[config.mk]
export PLATFORM = sky130hd
export DESIGN_NAME = pc_sequencer
export DESIGN_NICKNAME = d
export VERILOG_FILES = /design/src/rtl/pc_sequencer_pkg.sv /design/src/rtl/pc_next_mux.sv /design/src/rtl/pc_sequencer.sv
export SDC_FILE = /design/constraint.sdc
export NUM_CORES = 1
export LEC_CHECK = 0
export CORE_MARGIN = 2
export CORE_UTILIZATION = 40
export CTS_CLUSTER_SIZE = 14
export DETAILED_ROUTE_END_ITERATION = 6
export DONT_BUFFER_PORTS = 1
export GPL_ROUTABILITY_DRIVEN = 1
export PLACE_DENSITY = 0.57
export SYNTH_ARGS = -nofsm -noshare
export SYNTH_HDL_FRONTEND = slang
export SYNTH_SLANG_ARGS = --single-unit
[constraint.sdc]
create_clock -name CLK -period 1.2 [get_ports CLK]
set_input_delay 0.3 -clock CLK [delete_from_list [all_inputs] [get_ports CLK]]
set_output_delay 0.3 -clock CLK [all_outputs]
set_load 0.05 [all_outputs]
[src/rtl/pc_sequencer_pkg.sv]
// pc_sequencer_pkg: shared FSM state encodings and the default address width
// common to the sequencer and the PC register.
package pc_sequencer_pkg;
    localparam int DEF_DATA_SIZE = 2;
    typedef enum logic [2:0] {
        IDLE    = 3'd0,
        REQ     = 3'd1,
        HOLD    = 3'd2,
        ADVANCE = 3'd3,
        HALTED  = 3'd4
    } state_t;
endpackage

[src/rtl/pc_next_mux.sv]
// pc_next_mux: picks the next PC (same-cycle branch, pending branch, or increment)
// and flags when the increment wraps to zero.
module pc_next_mux
    import pc_sequencer_pkg::*;
#(
    parameter int DataSize = DEF_DATA_SIZE
) (
    input  logic [DataSize-1:0] pc_value,
    input  logic                branch_en,
    input  logic [DataSize-1:0] branch_addr,
    input  logic                pend_valid,
    input  logic [DataSize-1:0] pend_addr,
    output logic [DataSize-1:0] next_pc,
    output logic                wrap
);
    always_comb begin
        next_pc = branch_en ? branch_addr : pend_valid ? pend_addr : pc_value + DataSize'(1);
        wrap = !branch_en && !pend_valid && (&pc_value);
    end
endmodule

[src/rtl/pc_sequencer.sv]
// pc_sequencer: fetch/consume handshake FSM that drives the PC register's next
// address and load strobe; every output is registered off the next state.
module pc_sequencer
    import pc_sequencer_pkg::*;
#(
    parameter int DataSize = DEF_DATA_SIZE
) (
    input  logic                CLK,
    input  logic                RESET,
    input  logic [DataSize-1:0] PC_VALUE,
    output logic [DataSize-1:0] PC_NEXT,
    output logic                PC_LOAD,
    output logic                MEM_REQ,
    input  logic                MEM_ACK,
    output logic                INSTR_VALID,
    input  logic                INSTR_READY,
    input  logic                BRANCH_EN,
    input  logic [DataSize-1:0] BRANCH_ADDR,
    input  logic                HALT,
    output logic                BUSY,
    output logic                WRAP
);
    state_t state, state_n;
    logic pend_valid, adv, mux_wrap;
    logic [DataSize-1:0] pend_addr, mux_next;

    pc_next_mux #(.DataSize(DataSize)) u_mux (
        .pc_value   (PC_VALUE),
        .branch_en  (BRANCH_EN),
        .branch_addr(BRANCH_ADDR),
        .pend_valid (pend_valid),
        .pend_addr  (pend_addr),
        .next_pc    (mux_next),
        .wrap       (mux_wrap)
    );

    always_comb begin
        state_n = state;
        case (state)
            IDLE:    state_n = HALT ? HALTED : REQ;
            REQ:     state_n = MEM_ACK ? HOLD : REQ;
            HOLD:    state_n = INSTR_READY ? ADVANCE : HOLD;
            ADVANCE: state_n = HALT ? HALTED : REQ;
            HALTED:  state_n = HALT ? HALTED : REQ;
            default: state_n = IDLE;
        endcase
        adv = (state == HOLD) && INSTR_READY;
    end

    // Strobes are registered from state_n so each one lines up exactly with its state.
    always_ff @(posedge CLK or posedge RESET) begin
        if (RESET) begin
            state       <= IDLE;
            PC_NEXT     <= '0;
            PC_LOAD     <= 1'b0;
            MEM_REQ     <= 1'b0;
            INSTR_VALID <= 1'b0;
            BUSY        <= 1'b0;
            WRAP        <= 1'b0;
            pend_valid  <= 1'b0;
            pend_addr   <= '0;
        end else begin
            state       <= state_n;
            MEM_REQ     <= state_n == REQ;
            INSTR_VALID <= state_n == HOLD;
            PC_LOAD     <= state_n == ADVANCE;
            BUSY        <= state_n inside {REQ, HOLD, ADVANCE};
            WRAP        <= adv && mux_wrap;
            if (adv)
                PC_NEXT <= mux_next;
            if (adv)
                pend_valid <= 1'b0;
            else if (BRANCH_EN && (state inside {REQ, ADVANCE, HALTED})) begin
                pend_valid <= 1'b1;
                pend_addr  <= BRANCH_ADDR;
            end
        end
    end
endmodule

**After elaboration in Yosys (flattened, before gate mapping)**

Index checks and enable logic that the tools add are counted.

- Word-level logic and storage cells: 40
- Flip-flop bits (word level): 13

- Muxes and demuxes: 8
- Bitwise gates (word level): 1
- Add/subtract/negate cells: 1
- Reduce and logical (&&, ||, !) cells: 14
- Equality and inequality tests: 7

Operators with widths:

| kind | count |
|---|---|
| $eq A3 B2 Y1 const B | 4 |
| $pmux W3 S3 | 1 |
| $eq A3 B1 Y1 const B | 2 |
| $mux W2 | 3 |
| $reduce_bool A3 Y1 | 2 |
| $logic_and A1 B1 Y1 | 5 |
| $reduce_and A2 Y1 | 2 |
| $eq A3 B3 Y1 const B | 1 |
| $logic_not A3 Y1 | 1 |
| $mux W1 | 3 |
| $mux W3 | 1 |
| $reduce_or A3 Y1 | 1 |
| $add A2 B1 Y2 const B | 1 |
| $logic_not A1 Y1 | 2 |
| $reduce_bool A2 Y1 | 1 |
| $not A1 Y1 | 1 |

**Logic depth before layout (Yosys ltp)**

Gate-level depths: netlist of run 1.

- Depth in word-level cells: 5
- Mapped depth: 5

**Hierarchy**

A second synthesis of run 1 with hierarchy kept.

- Cells, all modules: 66
- Area total of the unflattened synthesis: 673.1 um^2

Modules (own cells, without submodules):

| module | sequential area each (um^2) | cells each | area an instance (um^2) | times used |
|---|---|---|---|---|
| pc_sequencer | 325.3 | 57 | 608.1 | 1 |
| pc_next_mux | 0.0 | 9 | 65.1 | 1 |

**Worst setup path after synthesis of run 1**

No wires, ideal clock.

- Kind: flip-flop to flip-flop
- Start point: register state[2]
- End point: register pend_addr[0]
- Buffers on the path: 0
- Cell stages (with the launch flop): 4
- Library setup time: 128 ps
- Arrival time: 1112 ps
- Period minus slack after synthesis: 1239 ps
- Required time: 1072 ps
- Setup slack: -39 ps
- Path through: dfrtp_1 nor2b_1 o211ai_1 mux2_1

- Longest elaborated chain between the ends: 4

Ends and longest elaborated chain:

| what | RTL line | RTL |
|---|---|---|
| from (decl) | pc_sequencer.sv:23 | `state_t state, state_n;` |
| from (signal assigned) | pc_sequencer.sv:63 | `state <= state_n;` |
| $eq A3 B1 Y1 (tied with other cells) | pc_sequencer.sv:73 | `else if (BRANCH_EN && (state inside {REQ, ADVANCE, HALTED})) begin` |
| $reduce_bool A3 Y1 / $logic_and A1 B1 Y1 (equally long branches) | pc_sequencer.sv:73, pc_sequencer.sv:47 |  |
| $logic_and A1 B1 Y1 / $not A1 Y1 (equally long branches) | - |  |
| $reduce_and A2 Y1 (no source line) (*) | - |  |
| to (signal assigned) | pc_sequencer.sv:61 | `pend_addr <= '0;` |
| to (signal assigned) | pc_sequencer.sv:75 | `pend_addr <= BRANCH_ADDR;` |
| to (decl) | pc_sequencer.sv:25 | `logic [DataSize-1:0] pend_addr, mux_next;` |

Mark *: on every way between the ends. The rest lies on a longest branch, timed or not.
A chain may end at the register's enable or synchronous reset.

**Worst setup path in the final report of run 1**

Same ends and word-level chain as after synthesis.

==> summary.md, run 1 <==
| Metric | Value |
|---|---|
| Critical path type | reg -> reg |
| Initial core utilization | 0.420 |
| Area Growth Syn to Fin | 25.3% |
| Initial antenna violation count | 0 |
| Final setup viols | 8 |
| Initial DRC Count | 3 |
| Num ports | 17 |
| Largest net degree at the start of global routing | 14 |
| Failing checks | negative setup slack |
| Post-Place Cells | 78 |
| Clock Latency Late Sink | 270 ps |
| Vias in the first global route | ~470 |
| Cells along the critical path | nor2b_1 > o211ai_1 > mux2_1 |
| Multi-input logic area | 288 µm² |
| Die ar. | 1880 µm² |
| WP data arrival | 1460 ps |
| CTS tree | yes |
| CP max-delay cell | dfrtp_2 |
| Post-Syn Instances | 57 |
| Worst path max stage delay | between 400 and 500 ps |
| Worst Tran Pin Value | approximately 510 ps |
| Met1 usage | 0.184 |
| Synth Warn # | 0 |
| Worst setup margin | -103 ps |
| Final std cells w/o fill | 86 |
| Critical path fanouts, max | 6 |
| Fmax achieved | 767 MHz |
| DP HPWL | between 700 and 800 µm |
| Final worst path period share | 1.09 |
| Fill cells | roughly 140 |
| CP required | 1360 ps |
| Tmin final | 1300 ps |
| Root Driver | clkbuf_4 |
| Met3 Usage GRT | 0.0468 |
| Initial DRT Pass Iterations | 4 |
| Final Total Pwr | 2070 µW |
| Run status | complete, but fails checks |
| DRT antenna net count | 0 |
| Input/output buffers | 0 |
| RSZ-0062 raised after global routing | true |
| Hold Path Cell Cnt | 1 |
| Static leakage | 0.000349 µW |
| Chip Width | 43.3 µm |
| Min-Delay Path Class | in -> reg |
| Register area | 335 µm² |
| Final max-slew violation count | 0 |
| Worst Setup End Kind | flop |
| Synth Flop Type | dfrtp_1 |
| Netlist cell types | 27 |
| Drt total wl | between 1000 and 1500 µm |
| Nets | 82 |
| Mapped Avg Cell Area | 10.8 µm² |
| Tot GR Track Use | 0.145 |
| Antenna Cells | 0 |
| PwrDens | ~2700 nW/µm² |
| Via count | 443 |
| H-Tree Depth | 1 |
| Worst VDD drop | between 0.001 and 0.0015 V |
| Pre-CTS setup slack | -108 ps |
| Yosys reg bits | 13 |
| Seq/Total Area, Yosys | 0.526 |
| Core area | 1470 µm² |
| Hold Vio Cnt, Final | 0 |
| DRC viols | 0 |
| Post-route clock skew | roughly 5.8 ps |
| Overflow after GRT | 0 |
| Clock sinks | 13 |
| Slew HR | 0.653 |
| Setup TNS | -513 ps |
| Met2 Track Usage GR | 0.230 |
| Final Util | 0.526 |
| CP startpoint kind | flop |
| Syn nets | 68 |
| Clock Path Buffers | 2 |
| Max_cap viols | 0 |
| Busiest grt layer | met2 |
| Layout cells sized above 1 | 0.400 |
| Worst Reg-to-Reg Cells | 3 |
| Std-Cell Rows | 14 |
| Die Height | 43.3 µm |
| Placer Congestion | roughly 0.75 |
| FFs w/ async S/R, synth | 1.00 |
| Wire per inst | ~13 µm |
| Clk slew on worst S/H paths | about 80 ps |
| Post-synthesis cell area | 618 µm² |
| Vias/cell | 5.15 |
| Global-route wire length before repair | 2000 µm |
| Num CTS Buffers | 3 |
| EDFF count, synth | 0 |
## cells in the mapped netlist, types with 2 or more instances
cell type,count,area share
a21oi_1,2,0.016
and2_1,2,0.020
dfrtp_1,13,0.53
inv_1,4,0.024
mux2_1,2,0.036
nand2_1,3,0.018
nand2b_1,2,0.020
nand3b_1,2,0.024
nor2_1,4,0.024
nor2b_1,2,0.020
nor3_1,3,0.024
o21ai_0,3,0.024
## path summary, 6_finish.rpt
kind,slack (ps),to,startpoint
min reg2reg,500,pend_addr[1]$_DFFE_PP0P_,pend_addr[1]$_DFFE_PP0P_
min,150,pend_addr[1]$_DFFE_PP0P_,BRANCH_ADDR[1]
max in group asynchronous,360,state[1]$_DFF_PP0_,RESET
min in group asynchronous,480,pend_valid$_DFFE_PP0P_,RESET
max,-100,pend_addr[0]$_DFFE_PP0P_,state[2]$_DFF_PP0_
max reg2reg,-100,pend_addr[0]$_DFFE_PP0P_,state[2]$_DFF_PP0_
## final cells by class
class,count,area share
inverter,5,0.0242
sequential,13,0.433
clock buffer,4,0.0339
tap,16,0.0258
timing repair buffer,11,0.111
multi-input combinational,37,0.372
## flip-flops by register name (all words and copies together), names as in the netlist
name	count
pend_addr	2
BUSY	1
state	3
pend_valid	1
PC_LOAD	1
PC_NEXT	2
WRAP	1
INSTR_VALID	1
MEM_REQ	1
## what timing repair did
action,CTS,global route
cloned,1,0
hold buffers,1,0
endpoints found under the setup margin,11,13
buffers inserted,1,1
hold endpoints to repair,13,0
resized for setup,6,9
pin swaps,4,6
## where the power goes
group	leakage, µW	switching, µW	internal (µW)
Sequential	0.000152	425	637
Clock	0.0000150	140	129
Combinational	0.000182	334	405
## placed cells by master, fill, tap and decap left out, types with 3 or more instances in the layout
cell | synthesis | routed
clkbuf_4 | 0 | 3
nor3_1 | 3 | 3
dfrtp_1 | 13 | 5
inv_1 | 4 | 4
nor2_1 | 4 | 3
buf_4 | 0 | 8
nand2_1 | 3 | 3
dfrtp_2 | 0 | 8
## stage by stage
step / area, µm² / hold WS (ps)
2_1_floorplan: 618 / 177
3_3_place_gp: 674 / 241
3_5_place_dp: 674 / 249
4_1_cts: 738 / 148
5_1_grt: 774 / 140
6_report: 774 / 150
## cell families after synthesis
kind of cell / share of synthesized area
adder cells (fa/ha/maj): 0.0202
buffers and inverters: 0.0567
AND/OR/NAND/NOR: 0.263
multiplexers: 0.0364
flip-flops: 0.526
AO/OA/AOI/OAI: 0.0972
## critical path: cells and delay by family (launching register included)
kind | cells | cell delay [ps]
mux | 1 | 360
simple gates | 1 | 140
compound gates | 1 | 240
flops | 1 | 450
## per-layer routing
metal,up-vias,routed length [µm],part of all wire
li1,223,-,-
met1,205,482,0.44
met2,13,553,0.50
met3,2,55,0.050
met4,0,12,0.011
met5,-,0,0
Note: power is estimated with default switching activity, not from simulation.
==> run 2: changes to the inputs <==
--- a/config.mk
+++ b/config.mk
@@ -12,6 +12,7 @@
 export DONT_BUFFER_PORTS = 1
 export GPL_ROUTABILITY_DRIVEN = 1
 export PLACE_DENSITY = 0.57
+export REMOVE_ABC_BUFFERS = 1
 export SYNTH_ARGS = -nofsm -noshare
 export SYNTH_HDL_FRONTEND = slang
 export SYNTH_SLANG_ARGS = --single-unit
==> run 2 against run 1 <==
Effect of this change:
- the run still ends with negative setup slack left
- flip-flop and latch count is the same
- maximum frequency grew 2.5%
- combinational power shrank 6.4%
- die area is the same
- critical path depth is the same
- sequential share of layout area is essentially flat
- setup slack gained 32 ps
- first-iteration DRC count grew 100%
- final area grew 0.65%
- largest cell class unchanged
==> summary.md, run 2 (synthesis gave the netlist of run 1 again) <==
| Metric | Value |
|---|---|
| Min-Delay Path Class | in -> reg |
| Core area | 1470 µm² |
| Clock Path Buffers | 2 |
| Slew HR | 0.680 |
| Overflow after GRT | 0 |
| DRT antenna net count | 0 |
| Via count | 440 |
| Die ar. | about 1900 µm² |
| Failing checks | negative setup slack |
| Initial core utilization | 0.420 |
| Clock sinks | 13 |
| Drt total wl | 1060 µm |
| WP data arrival | 1420 ps |
| Final Util | 0.530 |
| Clock Latency Late Sink | 270 ps |
| Worst setup margin | -71.1 ps |
| Antenna Cells | 0 |
| Layout cells sized above 1 | 0.464 |
| Num ports | 17 |
| Hold_sp | HALT |
| Tot GR Track Use | 0.127 |
| PwrDens | 2650 nW/µm² |
| H-Tree Depth | 1 |
| Placer Congestion | 0.735 |
| DRC viols | 0 |
| Fmax achieved | 787 MHz |
| CP required | approximately 1400 ps |
| Initial antenna violation count | 0 |
| Most frequent cells in the layout | 10 x dfrtp_2, 8 x buf_4 |
| Worst Setup End Kind | flop |
| CP startpoint kind | flop |
| Tmin final | about 1300 ps |
| Reg-to-Reg Start | state[2]$_DFF_PP0_ |
| Num CTS Buffers | 3 |
| Chip Width | between 40 and 50 µm |
| Critical path type | reg -> reg |
| Worst VDD drop | about 0.00095 V |
| Top Registers | state (3), PC_NEXT (2), pend_addr (2) |
| Std-Cell Rows | 14 |
| Vias in the first global route | 416 |
| Die Height | 43.3 µm |
| Max_cap viols | 0 |
| Largest net degree at the start of global routing | 14 |
| Run status | complete, but fails checks |
| Final setup viols | 3 |
| Initial DRT Pass Iterations | 4 |
| Worst Tran Pin Value | about 480 ps |
| Hold Vio Cnt, Final | 0 |
| Wire per inst | roughly 13 µm |
| Post-route clock skew | 2.46 ps |
| Static leakage | 0.000341 µW |
| CTS tree | yes |
| Critical path fanouts, max | 6 |
| RSZ-0062 raised after global routing | true |
| Clk slew on worst S/H paths | 80 ps |
| Area Growth Syn to Fin | 26.1% |
| Root Driver | clkbuf_4 |
| Reg with most FFs | state |
| Max reg flops | 3 |
| Setup crit start | state[2]$_DFF_PP0_ |
| Fill cells | 136 |
| DP HPWL | 740 µm |
| Final worst path period share | 1.06 |
| Initial DRC Count | 6 |
| Global-route wire length before repair | approximately 1700 µm |
| Final max-slew violation count | 0 |
| Commonest non-fill, non-tap cell in the layout | dfrtp_2 |
| Vias/cell | 5.18 |
| Final Total Pwr | 2070 µW |
| Nets | 81 |
| Input/output buffers | 0 |
-- run 2: critical path, stage by stage, from the launching register on --
cell and delay, ps:
dfrtp_2 440, nor2b_1 130, o211ai_1 230, mux2_1 350
-- run 2: final cells by class --
type,instances,area [µm²],share of cell area
clock buffer,4,26.3,0.0337
inverter,5,18.8,0.0241
multi-input combinational,37,295,0.379
sequential,13,338,0.433
tap,16,20.0,0.0257
timing repair buffer,10,81.3,0.104
-- run 2: what timing repair did --
action                     in CTS  in global routing
gates resized for setup         5                 17
gates cloned                    0                  0
pin swaps                       2                  7
hold endpoints to repair       13                  0
setup endpoints to repair      11                 14
setup buffers                   1                  3
hold buffers                    1                  0
-- run 2: routing by layer --
metal  GRT usage  vias to the layer above  share of wire
met5           0                        -              0
met4      0.0727                        0          0.020
met3      0.0511                        4          0.070
met2       0.200                       18           0.45
met1       0.146                      196           0.46
li1            -                      222              -
-- run 2: path summary, 6_finish.rpt --
path | end | cells past startpoint | slack, ps
worst max-delay path | pend_addr[0]$_DFFE_PP0P_ | 3 | -70
worst min-delay path | state[2]$_DFF_PP0_ | 1 | 160
worst max register to register | pend_addr[0]$_DFFE_PP0P_ | 3 | -70
worst min register to register | pend_addr[0]$_DFFE_PP0P_ | 1 | 490
max in group asynchronous | PC_LOAD$_DFF_PP0_ | 2 | 360
min in group asynchronous | pend_addr[0]$_DFFE_PP0P_ | 2 | 490
-- run 2: report_power, final --
group          switching (µW)  internal [µW]  leakage (µW)  total [µW]
logic                     290            402      0.000177         692
clock network             132            128     0.0000150         260
registers                 473            643      0.000149        1120
total                     895           1170      0.000341        2070
-- run 2: through the flow --
stage,cell area (µm²),cells,TNS [ps],worst slack (ps),hold WS (ps)
floorplan,602,55,-2760,-440,177
global placement,667,77,-553,-94.1,245
detailed placement,667,77,-469,-90.4,236
CTS,716,82,-319,-76.4,160
global route,779,85,-558,-127,144
finish,779,85,-163,-71.1,159
==> run 3: changes to the inputs <==
--- a/config.mk
+++ b/config.mk
@@ -5,6 +5,7 @@
 export SDC_FILE = /design/constraint.sdc
 export NUM_CORES = 1
 export LEC_CHECK = 0
+export ABC_AREA = 1
 export CORE_MARGIN = 2
 export CORE_UTILIZATION = 40
 export CTS_CLUSTER_SIZE = 14
==> run 3 against run 2 <==
Effect of this change:
- the run now ends clean
- worst hold slack improved by 8.2 ps
- critical path type unchanged
- final area decreased by 16%
- register-to-register slack improved by 160 ps
- routed wire length decreased by 4.9%
- core utilization decreased by 3.8 points
==> summary.md, run 3 <==
| Metric | Value |
|---|---|
| Critical path type | reg -> reg |
| Mapped Avg Cell Area | 8.45 µm² |
| Share of the synthesized area in the top cell type | 0.550 |
| Seq/Total Area, Yosys | 0.550 |
| EDFF count, synth | 0 |
| Cell taking the most area after synthesis | dfrtp_1 |
| Die Height | 42.5 µm |
| R2R setup slack | 90 ps |
| H-Tree Depth | 1 |
| CP startpoint kind | flop |
| Synth Warn # | 0 |
| Routed met2 length | 432 µm |
| Area Growth Syn to Fin | 10.8% |
| Final worst path period share | 0.927 |
| Netlist cell types | 13 |
| PwrDens | 2820 nW/µm² |
| DRT antenna net count | 0 |
| Routed wl met3 | 79 µm |
| Overflow after GRT | 0 |
| RSZ-0062 raised after global routing | false |
| Initial DRT Pass Iterations | 4 |
| Setup crit start | state[1]$_DFF_PP0_ |
| Die ar. | 1800 µm² |
| Post-Syn Instances | 70 |
| Critical path fanouts, max | 7 |
| Final max-slew violation count | 0 |
| Hold Vio Cnt, Final | 0 |
| Post-route clock skew | around 1.2 ps |
| Worst VDD drop | 0.00109 V |
| Final std cells w/o fill | 90 |
| Most frequent cells in the layout | 19 x nand2_1, 9 x inv_1, 7 x dfrtp_2, 7 x nor2_1, 7 x nand3_1 |
| Placer Congestion | 0.800 |
| Synth Flop Type | dfrtp_1 |
| Root Driver | clkbuf_4 |
| Vias in the first global route | about 420 |
| Highest metal used | met3 |
| Initial DRC Count | 16 |
| Post-synthesis compound-gate area fraction | 0.0719 |
| Run status | finished clean |
| Nets | 87 |
| Net Sw Power | 902 µW |
| Clock Latency Late Sink | 270 ps |
| Via count | 445 |
| Wire per inst | 11.2 µm |
| Max_cap viols | 0 |
| Synth cell count leaders | 19 x nand2_1, 13 x dfrtp_1, 10 x inv_1 |
| Static leakage | between 0.0003 and 0.0004 µW |
| Top Registers | state (3), PC_NEXT (2), pend_addr (2) |
| Initial antenna violation count | 0 |
| Largest family of logic cells by synthesized area | simple AND/OR/NAND/NOR gates |
| Worst r2r dst | BUSY$_DFF_PP0_ |
| Num CTS Buffers | 3 |
| Antenna Cells | 0 |
| Min-Delay Path Class | in -> reg |
| Final setup viols | 0 |
| Mux cell area share after synthesis | 0 |
| Final Total Pwr | 1850 µW |
| FFs w/ async S/R, synth | 1.00 |
| WP data arrival | roughly 1300 ps |
| Area share of fa/ha/maj cells after synthesis | 0.0211 |
| Num ports | 17 |
| Global-route wire length before repair | around 1800 µm |
| DP HPWL | 790 µm |
| Vias/cell | 4.94 |
| Post-synthesis xor/xnor area fraction | 0 |
| Met1 WL | 500 µm |
| Initial core utilization | 0.444 |
| Clock sinks | 13 |
| Part of the power in combinational logic | 0.279 |
| Clock Path Buffers | 2 |
| Leading cell type by number of instances after synthesis | nand2_1 |
| Synth Area in Simple Gates | 0.281 |
| Input/output buffers | 0 |
| Top post-synthesis cells by area | dfrtp_1 55%, nand2_1 12%, inv_1 6.3%, nand3_1 5.9%, nor2_1 4.4% |
| Reg-to-Reg Start | state[1]$_DFF_PP0_ |
| Chip Width | 42.5 µm |
| Drt total wl | between 1000 and 1500 µm |
| Tmin final | ~1100 ps |
| Worst Setup End Kind | flop |
| Clk pwr share | 0.140 |
| Internal | 946 µW |
| Post-synthesis cell area | between 500 and 600 µm² |
| Layout cells sized above 1 | 0.213 |
| Largest net degree at the start of global routing | 14 |
| Reg with most FFs | state |
| Clk slew on worst S/H paths | about 70 ps |
| DRC viols | 0 |
| CTS tree | yes |
| Fmax achieved | 899 MHz |
| Max reg flops | 3 |
| Slew HR | 0.688 |
| Std-Cell Rows | 13 |
| Worst Hold End | state[2]$_DFF_PP0_ |
| Tot GR Track Use | 0.137 |
| Worst Reg-to-Reg Cells | 5 |
| Part of the power in registers | 0.581 |
| Core area | between 1000 and 1500 µm² |
| Fill cells | 139 |
| Hold Path Cell Cnt | 2 |
| Post-Place Cells | 85 |
| CP required | 1360 ps |
| Setup TNS | 0 ps |
| Commonest non-fill, non-tap cell in the layout | nand2_1 |
| Hold_sp | HALT |
| Worst Tran Pin Value | 468 ps |
| Yosys reg bits | 13 |
| Sw frac | 0.488 |
==> run 3: cell count changes after synthesis, sizes merged, moves of 3 or more <==
cell	change
nor3	-3
nand3	+7
nand2	+18
inv	+7
==> run 3: metal layers <==
metal / global-route usage / vias to the layer above
li1: - / 230
met1: 0.171 / 200
met4: 0.0563 / 0
met2: 0.194 / 15
met3: 0.0776 / 0
met5: 0 / -
==> run 3: how the worst max path moves through the flow <==
| stage | endpoint | slack (ps) |
|---|---|---|
| 2_1_floorplan | BUSY$_DFF_PP0_ | 180 |
| 3_3_place_gp | BUSY$_DFF_PP0_ | 60 |
| 3_5_place_dp | BUSY$_DFF_PP0_ | 40 |
| 4_1_cts | PC_LOAD | 0.01 |
| 5_1_grt | MEM_REQ$_DFF_PP0_ | 10 |
| 6_report | BUSY$_DFF_PP0_ | 90 |
==> run 3: stage by stage <==
| stage | setup WS (ps) | hold WS, ps | instance area (µm²) | utilization |
|---|---|---|---|---|
| CTS | 0.0123 | 159 | 651 | 0.488 |
| finish | 87.8 | 168 | 656 | 0.492 |
| global placement | 62.2 | 234 | 611 | 0.458 |
| detailed placement | 40.3 | 229 | 611 | 0.458 |
| floorplan | 175 | 177 | 592 | - |
| global route | 13.3 | 159 | 656 | 0.492 |
==> run 3: timing repair <==
action | in CTS | in global routing
hold endpoints to repair | 13 | 0
hold buffers | 1 | 0
setup endpoints to repair | 3 | 6
setup buffers | 0 | 0
resized for setup | 3 | 5
==> run 3: layout make-up <==
cell class | count | area [µm²] | share of cell area
Inverter | 12 | 45.0 | 0.0687
Sequential cell | 13 | 334 | 0.510
Clock buffer | 4 | 26.3 | 0.0401
Multi-Input combinational cell | 45 | 221 | 0.338
Tap cell | 15 | 18.8 | 0.0286
Timing Repair Buffer | 1 | 10.0 | 0.0153
==> run 3: cell families after synthesis <==
| family | count (synthesis) |
|---|---|
| compound gates | 8 |
| buf+inv | 12 |
| flops | 13 |
| fa+ha+maj | 1 |
| simple gates | 36 |
==> run 3: power groups by stage <==
stage          sequential [µW]  clock (µW)  combinational [µW]
2_1_floorplan             1030           0                 430
3_3_place_gp              1060           0                 522
3_5_place_dp              1060           0                 516
4_1_cts                   1060         271                 520
5_1_grt                   1100         307                 601
6_report                  1070         259                 516
==> run 3: worst max-delay path, cell delays in order (launching register included) <==
cell	delay [ps]
dfrtp_1	520
nand2_1	120
nand3_1	120
nor2_1	50
nor2_1	130
nand2_1	70
